==> config.mk <==
export PLATFORM = sky130hd
export DESIGN_NAME = fusion_psum_accumulator_flat
export DESIGN_NICKNAME = d
export VERILOG_FILES = /design/src/rtl/fusion_psum_accumulator_pkg.sv /design/src/rtl/fusion_psum_accumulator_if.sv /design/src/rtl/fusion_psum_ext_add.sv /design/src/rtl/fusion_psum_accumulator.sv /design/src/flat_wrapper.sv
export SDC_FILE = /design/constraint.sdc
export NUM_CORES = 1
export LEC_CHECK = 0
export ABC_AREA = 1
export CAP_MARGIN = 20
export CORE_UTILIZATION = 34
export DETAILED_ROUTE_END_ITERATION = 12
export PLACE_DENSITY_LB_ADDON = 0.05
export SYNTH_ARGS = -nofsm -noshare
export SYNTH_HDL_FRONTEND = slang
export SYNTH_SLANG_ARGS = --single-unit
==> constraint.sdc <==
create_clock -name clk -period 4.2 [get_ports clk]
set_clock_uncertainty 0.05 [all_clocks]
set_input_delay 0.42 -clock clk [delete_from_list [all_inputs] [get_ports clk]]
set_output_delay 0.42 -clock clk [all_outputs]
set_load 0.05 [all_outputs]
==> src/rtl/fusion_psum_accumulator_pkg.sv <==
// fusion_pkg: FSM state type and psum width shared with fusion_unit
package fusion_pkg;
    localparam int FUSION_PSUM_W = 16;
    typedef enum logic [1:0] {IDLE, ACCUM, HOLD} state_t;
endpackage

==> src/rtl/fusion_psum_accumulator_if.sv <==
// fusion_psum_accumulator_if: psum input stream, config and result handshake
interface fusion_psum_accumulator_if import fusion_pkg::*; #(
    parameter int PSUM_W = FUSION_PSUM_W,
    parameter int ACC_W  = 32,
    parameter int LEN_W  = 8
) ();
    logic [LEN_W-1:0]  cfg_len;
    logic              cfg_signed;
    logic              psum_valid;
    logic              psum_ready;
    logic [PSUM_W-1:0] psum_data;
    logic              out_valid;
    logic              out_ready;
    logic [ACC_W-1:0]  out_data;
    logic              out_overflow;
    logic              busy;
    modport master (
        output cfg_len, cfg_signed, psum_valid, psum_data, out_ready,
        input  psum_ready, out_valid, out_data, out_overflow, busy
    );
    modport slave (
        input  cfg_len, cfg_signed, psum_valid, psum_data, out_ready,
        output psum_ready, out_valid, out_data, out_overflow, busy
    );
endinterface

==> src/rtl/fusion_psum_ext_add.sv <==
// fusion_psum_ext_add: extend psum to ACC_W, add, detect overflow, wrap or clamp
module fusion_psum_ext_add import fusion_pkg::*; #(
    parameter int PSUM_W   = FUSION_PSUM_W,
    parameter int ACC_W    = 32,
    parameter int SATURATE = 0
) (
    input  logic [ACC_W-1:0]  acc,
    input  logic [PSUM_W-1:0] psum,
    input  logic              sgn,
    input  logic              ovf_in,
    output logic [ACC_W-1:0]  sum,
    output logic              ovf
);
    logic [ACC_W-1:0] ext;
    logic [ACC_W-1:0] clamp;
    logic [ACC_W:0]   raw;
    always_comb begin
        ext   = sgn ? {{(ACC_W-PSUM_W){psum[PSUM_W-1]}}, psum} : {{(ACC_W-PSUM_W){1'b0}}, psum};
        raw   = {1'b0, acc} + {1'b0, ext};
        ovf   = sgn ? (acc[ACC_W-1] == ext[ACC_W-1]) && (raw[ACC_W-1] != acc[ACC_W-1]) : raw[ACC_W];
        clamp = !sgn ? '1 : acc[ACC_W-1] ? {1'b1, {(ACC_W-1){1'b0}}} : {1'b0, {(ACC_W-1){1'b1}}};
        // once clamped, the accumulator stays pinned for the rest of the group
        sum   = (SATURATE == 0) ? raw[ACC_W-1:0] : ovf_in ? acc : ovf ? clamp : raw[ACC_W-1:0];
    end
endmodule

==> src/rtl/fusion_psum_accumulator.sv <==
// fusion_psum_accumulator: sums cfg_len partial products per group, one result per group
module fusion_psum_accumulator import fusion_pkg::*; #(
    parameter int PSUM_W   = FUSION_PSUM_W,
    parameter int ACC_W    = 32,
    parameter int LEN_W    = 8,
    parameter int SATURATE = 0
) (
    input logic clk,
    input logic rst,
    fusion_psum_accumulator_if.slave bus
);
    state_t           state_q, state_d;
    logic [ACC_W-1:0] acc_q, acc_d, add_a, add_sum;
    logic [LEN_W-1:0] cnt_q, cnt_d, len_q, len_d;
    logic             sgn_q, sgn_d, ovf_q, ovf_d;
    logic             first, xfer, add_sgn, add_ovf_in, add_ovf;
    // a psum accepted outside ACCUM always opens a new group, including from HOLD
    assign first          = state_q != ACCUM;
    assign bus.psum_ready = state_q != HOLD || bus.out_ready;
    assign xfer           = bus.psum_valid && bus.psum_ready;
    assign add_a          = first ? '0 : acc_q;
    assign add_sgn        = first ? bus.cfg_signed : sgn_q;
    assign add_ovf_in     = first ? 1'b0 : ovf_q;
    assign bus.out_valid    = state_q == HOLD;
    assign bus.out_data     = acc_q;
    assign bus.out_overflow = state_q == HOLD && ovf_q;
    assign bus.busy         = state_q != IDLE;
    fusion_psum_ext_add #(.PSUM_W(PSUM_W), .ACC_W(ACC_W), .SATURATE(SATURATE)) u_add (
        .acc(add_a), .psum(bus.psum_data), .sgn(add_sgn), .ovf_in(add_ovf_in),
        .sum(add_sum), .ovf(add_ovf)
    );
    always_comb begin
        state_d = state_q;
        acc_d   = acc_q;
        cnt_d   = cnt_q;
        len_d   = len_q;
        sgn_d   = sgn_q;
        ovf_d   = ovf_q;
        if (xfer && first) begin
            len_d   = bus.cfg_len == '0 ? LEN_W'(1) : bus.cfg_len;
            sgn_d   = bus.cfg_signed;
            acc_d   = add_sum;
            cnt_d   = LEN_W'(1);
            ovf_d   = 1'b0;
            state_d = bus.cfg_len <= LEN_W'(1) ? HOLD : ACCUM;
        end else if (xfer) begin
            acc_d   = add_sum;
            cnt_d   = cnt_q + LEN_W'(1);
            ovf_d   = ovf_q | add_ovf;
            state_d = cnt_d == len_q ? HOLD : ACCUM;
        end else if (state_q == HOLD && bus.out_ready) begin
            state_d = IDLE;
        end
    end
    always_ff @(posedge clk) begin
        if (rst) begin
            state_q <= IDLE;
            acc_q   <= '0;
            cnt_q   <= '0;
            len_q   <= '0;
            sgn_q   <= 1'b0;
            ovf_q   <= 1'b0;
        end else begin
            state_q <= state_d;
            acc_q   <= acc_d;
            cnt_q   <= cnt_d;
            len_q   <= len_d;
            sgn_q   <= sgn_d;
            ovf_q   <= ovf_d;
        end
    end
endmodule

==> src/flat_wrapper.sv <==
// flat-port wrapper written by rule: the top's interface ports become plain ports
module fusion_psum_accumulator_flat import fusion_pkg::*;
#(
    parameter int PSUM_W   = FUSION_PSUM_W,
    parameter int ACC_W    = 32,
    parameter int LEN_W    = 8,
    parameter int SATURATE = 0
)
  (clk, rst, bus_cfg_len, bus_cfg_signed, bus_psum_valid, bus_psum_data, bus_out_ready, bus_psum_ready, bus_out_valid, bus_out_data, bus_out_overflow, bus_busy);
  fusion_psum_accumulator_if #(.PSUM_W(PSUM_W), .ACC_W(ACC_W), .LEN_W(LEN_W)) bus_i ();
  input logic clk;
  input logic rst;
  input wire logic [$bits(bus_i.cfg_len)-1:0] bus_cfg_len;
  input wire logic [$bits(bus_i.cfg_signed)-1:0] bus_cfg_signed;
  input wire logic [$bits(bus_i.psum_valid)-1:0] bus_psum_valid;
  input wire logic [$bits(bus_i.psum_data)-1:0] bus_psum_data;
  input wire logic [$bits(bus_i.out_ready)-1:0] bus_out_ready;
  output wire logic [$bits(bus_i.psum_ready)-1:0] bus_psum_ready;
  output wire logic [$bits(bus_i.out_valid)-1:0] bus_out_valid;
  output wire logic [$bits(bus_i.out_data)-1:0] bus_out_data;
  output wire logic [$bits(bus_i.out_overflow)-1:0] bus_out_overflow;
  output wire logic [$bits(bus_i.busy)-1:0] bus_busy;
  assign bus_i.cfg_len = bus_cfg_len;
  assign bus_i.cfg_signed = bus_cfg_signed;
  assign bus_i.psum_valid = bus_psum_valid;
  assign bus_i.psum_data = bus_psum_data;
  assign bus_i.out_ready = bus_out_ready;
  assign bus_psum_ready = bus_i.psum_ready;
  assign bus_out_valid = bus_i.out_valid;
  assign bus_out_data = bus_i.out_data;
  assign bus_out_overflow = bus_i.out_overflow;
  assign bus_busy = bus_i.busy;
  fusion_psum_accumulator #(.PSUM_W(PSUM_W), .ACC_W(ACC_W), .LEN_W(LEN_W), .SATURATE(SATURATE)) u_core (.clk(clk), .rst(rst), .bus(bus_i));
endmodule
# Word-level counts from Yosys, hierarchy flattened
# Index checks and enable logic that the tools add are counted.
# totals
reg_bits	52
inputBits	29
out_inout_bits	36
# op_classes
add_sub_neg	2
order_cmp	1
eq_ne	6
muxes	14
bitwise_logic	1
reduce_logical	11
# op_table
op	n
32-bit two-way mux	4
32-bit by 32-bit adder with 33-bit output	1
2-bit two-way mux	5
8-bit by 1-bit adder with 8-bit output (second input constant)	1
8-bit == test	1
8-bit by 1-bit <= comparator with 1-bit output (second input constant)	1
8-bit logical NOT	1
8-bit two-way mux	1
1-bit logical AND	5
1-bit two-way mux	4
2-bit nonzero test	2
3-bit nonzero test	1
2-bit == test (second input constant)	1
2-bit by 1-bit inequality test with 1-bit output (second input constant)	1
2-bit inequality test (second input constant)	1
2-bit OR reduction	1
1-bit == test	1
1-bit logical OR	1
1-bit inequality test	1
1-bit OR	1

# Depth between registers and ports, before layout
# Gate-level depths: netlist of the first run.
# depth
word_depth	8
mapped_depth	25
mapped_depth_nobuf	23

# By module
# From an unflattened synthesis of the first run, not the netlist that was laid out.
# hier_totals
cells_unflattened	727
area_unflattened_um2	4638.2
# modules_own_cells
module	instances	cells_per_inst	area_each_um2	seq_area_each_um2
fusion_psum_accumulator	1	350	2394.8	1041.0
fusion_psum_ext_add	1	377	2243.4	0.0

# Least setup slack after synthesis of the first run
# No wires, ideal clock.
# synth_timing
path_kind	register to register
start	register u_core.state_q[1]
end	register u_core.acc_q[24] (netlist: u_core.bus.out_data[24])
setup_ns	0.115
t_arrival_ns	2.776
t_required_ns	4.035
slack_ns	1.258
stages_incl_launch_ff	23
n_path_buf	2
synth_period_minus_slack_ns	2.942
cell_sequence	dfxtp_1 > inv_2 > nand2_4 > buf_6 > clkbuf_1 > nor2_1 > ha_1 > fa_1 > nand2_1 > nand2_1 > o21ai_0 > o21ai_2 > nand2_1 > nand2_1 > nand2_1 > nand2_1 > nand2_1 > nand2_1 > nand2_1 > nand2_1 > xor2_1 > o21ai_0 > inv_1
# synth_between
elab_chain_cells	6
# synth_lines
element	line	text
from (decl)	fusion_psum_accumulator.sv:12	state_t state_q, state_d;
from (signal assigned)	fusion_psum_accumulator.sv:64	state_q <= state_d;
2-bit by 1-bit inequality test with 1-bit output	fusion_psum_accumulator.sv:18	assign first = state_q != ACCUM;
1-bit two-way mux	fusion_psum_accumulator.sv:22	assign add_sgn = first ? bus.cfg_signed : sgn_q;
32-bit two-way mux	fusion_psum_ext_add.sv:18	ext = sgn ? {{(ACC_W-PSUM_W){psum[PSUM_W-1]}}, psum} : {{(ACC_W-PSUM_W){1'b0}}, psum};
32-bit by 32-bit adder with 33-bit output	fusion_psum_ext_add.sv:19	raw = {1'b0, acc} + {1'b0, ext};
32-bit two-way mux	fusion_psum_accumulator.sv:46	end else if (xfer) begin
32-bit two-way mux	fusion_psum_accumulator.sv:39	if (xfer && first) begin
to (signal assigned)	fusion_psum_accumulator.sv:58	acc_q <= '0;
to (signal assigned)	fusion_psum_accumulator.sv:65	acc_q <= acc_d;
to (decl)	fusion_psum_accumulator.sv:13	logic [ACC_W-1:0] acc_q, acc_d, add_a, add_sum;
# Several ways; a longest one is shown, not always the timed one. The select of a mux whose other input is x is not followed.
# A chain may end at the register's enable or synchronous reset.

# Worst setup path in the final report of the first run
# layout_timing
start	register u_core.state_q[1]
end	register u_core.acc_q[22] (netlist: u_core.bus.out_data[22])
# Same word-level chain as after synthesis.

==> out/qor.yml, run 1 <==
avgRoutedWirePerCell_um: 13.7
internal-power_w: 0.000949
die_w_um: 118
peakVddDrop_mv: 0.187
synth_top_family_by_area: "simple AND/OR/NAND/NOR gates"
end_kind: "register"
maxSlewHeadroom_pct: 46.6
period_share_pct: 77.7
clock_path_buffers: 2
combinationalPowerShare_pct: 36.4
outcome: "completed"
worstPathArrival_ps: 3410
first_pass_iters: 5
synth_edf_count: 0
crit_start: "u_core.state_q[1]"
critPathKind: "register to register"
synth-compound-area-share_pct: 18.0
cts.htree.levels: 2
swShare_pct: 39.8
fmax_ghz: 0.307
vias: 4608
slew_violations: 0
ant_nets: 0
post_cts_resize_count: 0
syn_inst: 731
synth-xor-area-share_pct: 6.18
coreArea_um2: 12800
ys_seq_area_share_pct: 23.0
grt_max_degree: 38
r2r_start: "u_core.state_q[1]"
io_buffers: 64
synthesis.area_um2: 4540
io_pins: 65
cp_cell_sequence: "inv_2, nand2_4, nor2_1, ha_1, fa_1, nand2_1, nand2_1, o21ai_0, o21ai_2, nand3b_1, nand2_1, a21oi_1, o21ai_1, a21oi_1, o21ai_0, o211ai_1, inv_1"
overflow: 0
synth.mux.area_fraction_pct: 0
synth_fa_ha_area_share_pct: 6.79
gp_congestion: 0.860
cts.clk_slew.worst_paths_ps: 80
synth_ff_type: "dfxtp_1"
worst_slew_pin_slew_ps: 800
rows: 41
grt_pass1_wl_um: 22100
dp_hpwl_um: 10200
crit_family: "compound AO/OA/AOI/OAI gates"
synth.area.top_cells: "dfxtp_1 (23%), nand2_1 (12%), inv_1 (11%), a21oi_1 (7.2%), ha_1 (6.3%)"
required_ps: 4350
p_leak_nw: 2.73
drt-total-wl_um: 13200
dr.first_iter.drc_count: 232
clock_latency_ps: 310
hold_violations: 0
drc: 0
min-delay-start: "u_core.ovf_q"
yosys_warnings: 0
ff2ff_setup_slack_ps: 940
crit_top_cell: "nand2_1"
clock_sinks: 52
slowest_stage: "fa_1"
maxCapViolations: 0
timing.setup.tns_ps: 0
postCtsSetupBuffers: 0
holdWs_ps: 424
period_needed_ps: 3260
p_sw_w: 0.000628
syn_area_per_cell_um2: 6.20
synth_top_cell_by_area: "dfxtp_1"
grt_pass1_vias: 4491
seqPwrFrac_pct: 35.3
start_util_pct: 35.4
area_growth_pct: 20.6
synth_nets: 784
synth_seq_cells: 52
track_usage_pct: 20.0
power_density_nw_per_um2: 289
crit_buf_inv: 2
rsz0062_at_grt: "false"
setup_viol: 0
hold_buffers: 0
yosys.area_share.simple_pct: 32.1
async_flop_share_pct: 0
antenna_found_initial: 0
final_nets: 839
worst_setup_path_start_kind: "register"
clockRootBuffer: "clkbuf_16"
ys_types: 38
cts_tree: "done"
synth_top_area_share_pct: 23.0
dieArea_um2: 13800
viasPerCell: 4.81
numCtsBuffers: 5
clockPowerShare_pct: 28.2
antennaDiodeCount: 0
critPathMaxStageDelay_ps: 420
critPathMaxFanout: 33
die_y_um: 118
drive_gt1_share_pct: 8.26
hold_path.class: "register to register"
routing by layer:
layer / GRT usage (%) / vias up / wire length [µm] / share of wire (%)
li1: - / 2423 / - / -
met1: 28.1 / 2088 / 6810 / 52
met2: 32.4 / 87 / 5780 / 44
met3: 3.00 / 10 / 453 / 3.4
met4: 4.17 / 0 / 134 / 1.0
met5: 0 / - / 0 / 0
path summary, 6_finish.rpt:
| check | depth (start not counted) | endpoint |
|---|---|---|
| min | 2 | u_core.ovf_q |
| max reg2reg | 17 | u_core.bus.out_data[22] |
| min reg2reg | 2 | u_core.ovf_q |
| max | 17 | u_core.bus.out_data[22] |
cell usage after synthesis (all sizes together), types with 3 or more instances:
| cell | number |
|---|---|
| dfxtp | 52 |
| o211ai | 3 |
| nand4 | 7 |
| xnor2 | 7 |
| a31oi | 6 |
| nand2 | 154 |
| a21o | 4 |
| and3 | 3 |
| clkbuf | 13 |
| a211oi | 3 |
| inv | 143 |
| or2 | 4 |
| ha | 23 |
| o21bai | 3 |
| buf | 6 |
| nor3 | 3 |
| nand3 | 46 |
| o21ai | 63 |
| xor2 | 25 |
| nor2 | 88 |
| a21oi | 68 |
flip-flops by register name, indices dropped and copies added, names as in the netlist:
register / flops
u_core.sgn_q: 1
u_core.ovf_q: 1
u_core.state_q: 2
u_core.bus.out_data: 32
u_core.len_q: 8
u_core.cnt_q: 8
power by group through the flow:
stage | logic [W] | registers (W) | clock network (W)
2_1_floorplan | 0.000315 | 0.000661 | 0
3_3_place_gp | 0.000574 | 0.000569 | 0
3_5_place_dp | 0.000574 | 0.000570 | 0
4_1_cts | 0.000577 | 0.000559 | 0.000467
5_1_grt | 0.000634 | 0.000564 | 0.000480
6_report | 0.000575 | 0.000558 | 0.000445
metrics by stage:
step,setup WS (ps),instances,total power [W],utilization (%),instance area [µm²]
after floorplan,1260,731,0.000977,-,4540
after global placement,943,951,0.00114,41.5,5320
after detailed placement,925,951,0.00114,41.5,5320
after CTS,901,959,0.00160,42.6,5470
after global routing,616,959,0.00168,42.6,5470
final,938,959,0.00158,42.6,5470
cell usage in the layout, fill, tap and decap left out, types with 16 or more instances in the layout:
master	synthesis	routed
a21oi_1	65	65
xor2_1	25	25
nand2_1	140	140
nor2_1	72	72
inv_1	138	138
ha_1	23	23
nand3_1	36	36
dfxtp_1	52	52
clkdlybuf4s50_1	0	64
o21ai_0	46	46
o21ai_1	16	16
worst register-to-register path: stages, from the launching register on:
cell and delay [ps]:
dfxtp_1 370, inv_2 90, nand2_4 390, nor2_1 90, ha_1 250, fa_1 420, nand2_1 80, nand2_1 50
o21ai_0 140, o21ai_2 160, nand3b_1 110, nand2_1 120, a21oi_1 260, o21ai_1 160, a21oi_1 130, o21ai_0 120
o211ai_1 100, inv_1 60
cell type report:
type,count,area (µm²)
clock inverters,3,26.3
inverters,143,537
flip-flops and latches,52,1040
multi-input cells,517,2860
repair buffers,67,663
fillers,1449,7360
well taps,172,215
clock buffers,5,125
cell families (layout without fill, tap and decap cells):
| family | count (synthesis) | in the layout |
|---|---|---|
| flip-flops | 52 | 52 |
| AO/OA/AOI/OAI | 151 | 151 |
| adder cells (fa/ha/maj) | 24 | 24 |
| XOR/XNOR | 32 | 32 |
| AND/OR/NAND/NOR | 310 | 310 |
| buffers and inverters | 162 | 218 |
(Power assumes the default switching activity.)
==> run 2, diff against run 1 <==
==> constraint.sdc (replaced) <==
create_clock -name clk -period 2.8 [get_ports clk]
set_clock_uncertainty 0.05 [all_clocks]
set_input_delay 0.28 -clock clk [delete_from_list [all_inputs] [get_ports clk]]
set_output_delay 0.28 -clock clk [all_outputs]
set_load 0.05 [all_outputs]
==> out/qor.yml, run 2 (synthesis gave the netlist of run 1 again) <==
first_pass_iters: 4
clock_path_buffers: 2
critPathMaxFanout: 9
area_growth_pct: 34.2
grt_max_degree: 61
avgRoutedWirePerCell_um: 13.4
hold_violations: 0
overflow: 0
ant_nets: 0
coreArea_um2: 12800
end_kind: "register"
grt_pass1_vias: 4498
power_w: 0.00250
crit_start: "u_core.state_q[1]"
numCtsBuffers: 5
worst_slew_pin_slew_ps: 583
critPathMaxStageDelay_ps: 360
peakVddDrop_mv: 0.224
clockRootBuffer: "clkbuf_16"
fmax_ghz: 0.375
cts.clk_slew.worst_paths_ps: 80
dp_hpwl_um: 10700
cts.htree.levels: 2
clock_latency_ps: 320
hold_path.class: "register to register"
io_pins: 65
final_nets: 898
cp_cell_sequence: "inv_4, nand2_8, nor2_1, ha_1, or2_2, and2_1, a21oi_1, o21ai_0, a21o_1, nand3_1, nand3_1, nand2_1, inv_1, o21ai_1, inv_1"
final_core_util_pct: 47.5
maxSlewHeadroom_pct: 61.1
cts_tree: "done"
p_leak_nw: 3.04
dp.cells: 1005
antennaDiodeCount: 0
track_usage_pct: 20.1
worst_setup_path_start_kind: "register"
dr.first_iter.drc_count: 232
worstPathArrival_ps: 2830
viasPerCell: 4.74
required_ps: 2970
vias: 4829
die_w_um: 118
dieArea_um2: 13800
clock_sinks: 52
drt-total-wl_um: 13600
final_cell_mix: "inv_1 (135), nand2_1 (133), nor2_1 (67)"
nFillCells: 1378
maxCapViolations: 0
antenna_found_initial: 0
period_needed_ps: 2660
outcome: "completed"
final_common_cell: "inv_1"
instances_no_fill: 1018
die_y_um: 118
start_util_pct: 35.4
largest_reg_flops: 32
setup_viol: 0
slew_violations: 0
r2r_start: "u_core.state_q[1]"
rsz0062_at_grt: "true"
rows: 41
critPathKind: "register to register"
power_density_nw_per_um2: 410
period_share_pct: 95.1
min-delay-start: "u_core.len_q[1]"
drive_gt1_share_pct: 18.3
slowest_stage: "dfxtp_4"
gp_congestion: 0.873
grt_pass1_wl_um: 22300
io_buffers: 64
drc: 0
-- run 2: cell types whose count changed in the layout (fill, tap and decap cells not counted), sizes merged --
cell,change
buf,+59
-- run 2: timing repair --
action | 4_1_cts | 5_1_grt
endpoints found under the setup margin | 0 | 17
setup buffers | 0 | 5
gates resized for setup | 0 | 40
hold buffers | 0 | 0
-- run 2: final cells by class --
class	count	area (µm²)	area share, %
Multi-Input combinational cell	517	3000	49.3
Timing Repair Buffer	126	1130	18.6
Sequential cell	52	1050	17.2
Inverter	143	539	8.86
Tap cell	172	215	3.54
Clock buffer	5	125	2.06
Clock inverter	3	26.3	0.432
-- run 2: worst paths after layout --
| kind | slack, ps | to | cells after the start |
|---|---|---|---|
| hold reg to reg | 430 | u_core.len_q[1] | 2 |
| setup reg to reg | 140 | u_core.bus.out_data[29] | 15 |
| hold / removal | 430 | u_core.len_q[1] | 2 |
| setup / recovery | 140 | u_core.bus.out_data[29] | 15 |
-- run 2: worst max-delay path, delay by kind of cell (launching register included) --
family / cells / cell delay [ps]
adder cells (fa/ha/maj): 1 / 250
buffers and inverters: 3 / 160
AND/OR/NAND/NOR: 7 / 940
flip-flops: 1 / 360
AO/OA/AOI/OAI: 4 / 810
-- run 2: power breakdown --
group | leakage [nW] | switching [W] | internal (W)
logic | 2.53 | 0.000613 | 0.000375
clock network | 0.0744 | 0.000335 | 0.000340
registers | 0.431 | 0.0000352 | 0.000800
-- run 2: through the flow --
step           hold slack (ps)  setup TNS (ps)  area (µm²)  setup WS [ps]
2_1_floorplan              365               0        4540           4.17
4_1_cts                    436               0        5900           22.3
6_report                   432               0        6090            137
5_1_grt                    456           -57.0        6090          -32.1
3_5_place_dp               423           -43.8        5750          -43.8
3_3_place_gp               411           -13.9        5750          -13.9
-- run 2: routing by layer --
layer  global-route usage, %  part of all wire (%)  vias to the layer above  wire, µm
li1                        -                     -                     2539         -
met3                    3.00                   4.2                       10       570
met5                       0                     0                        -         0
met2                    31.7                    44                       98      6050
met4                    4.49                   1.0                        0       138
met1                    28.6                    50                     2182      6840
==> run 3, diff against run 2 <==
--- a/config.mk
+++ b/config.mk
@@ -10,6 +10,7 @@
 export CORE_UTILIZATION = 34
 export DETAILED_ROUTE_END_ITERATION = 12
 export PLACE_DENSITY_LB_ADDON = 0.05
+export SLEW_MARGIN = 0
 export SYNTH_ARGS = -nofsm -noshare
 export SYNTH_HDL_FRONTEND = slang
 export SYNTH_SLANG_ARGS = --single-unit
==> results of run 3 <==
No change in the layout: final DEF, timing and power equal those of run 2.
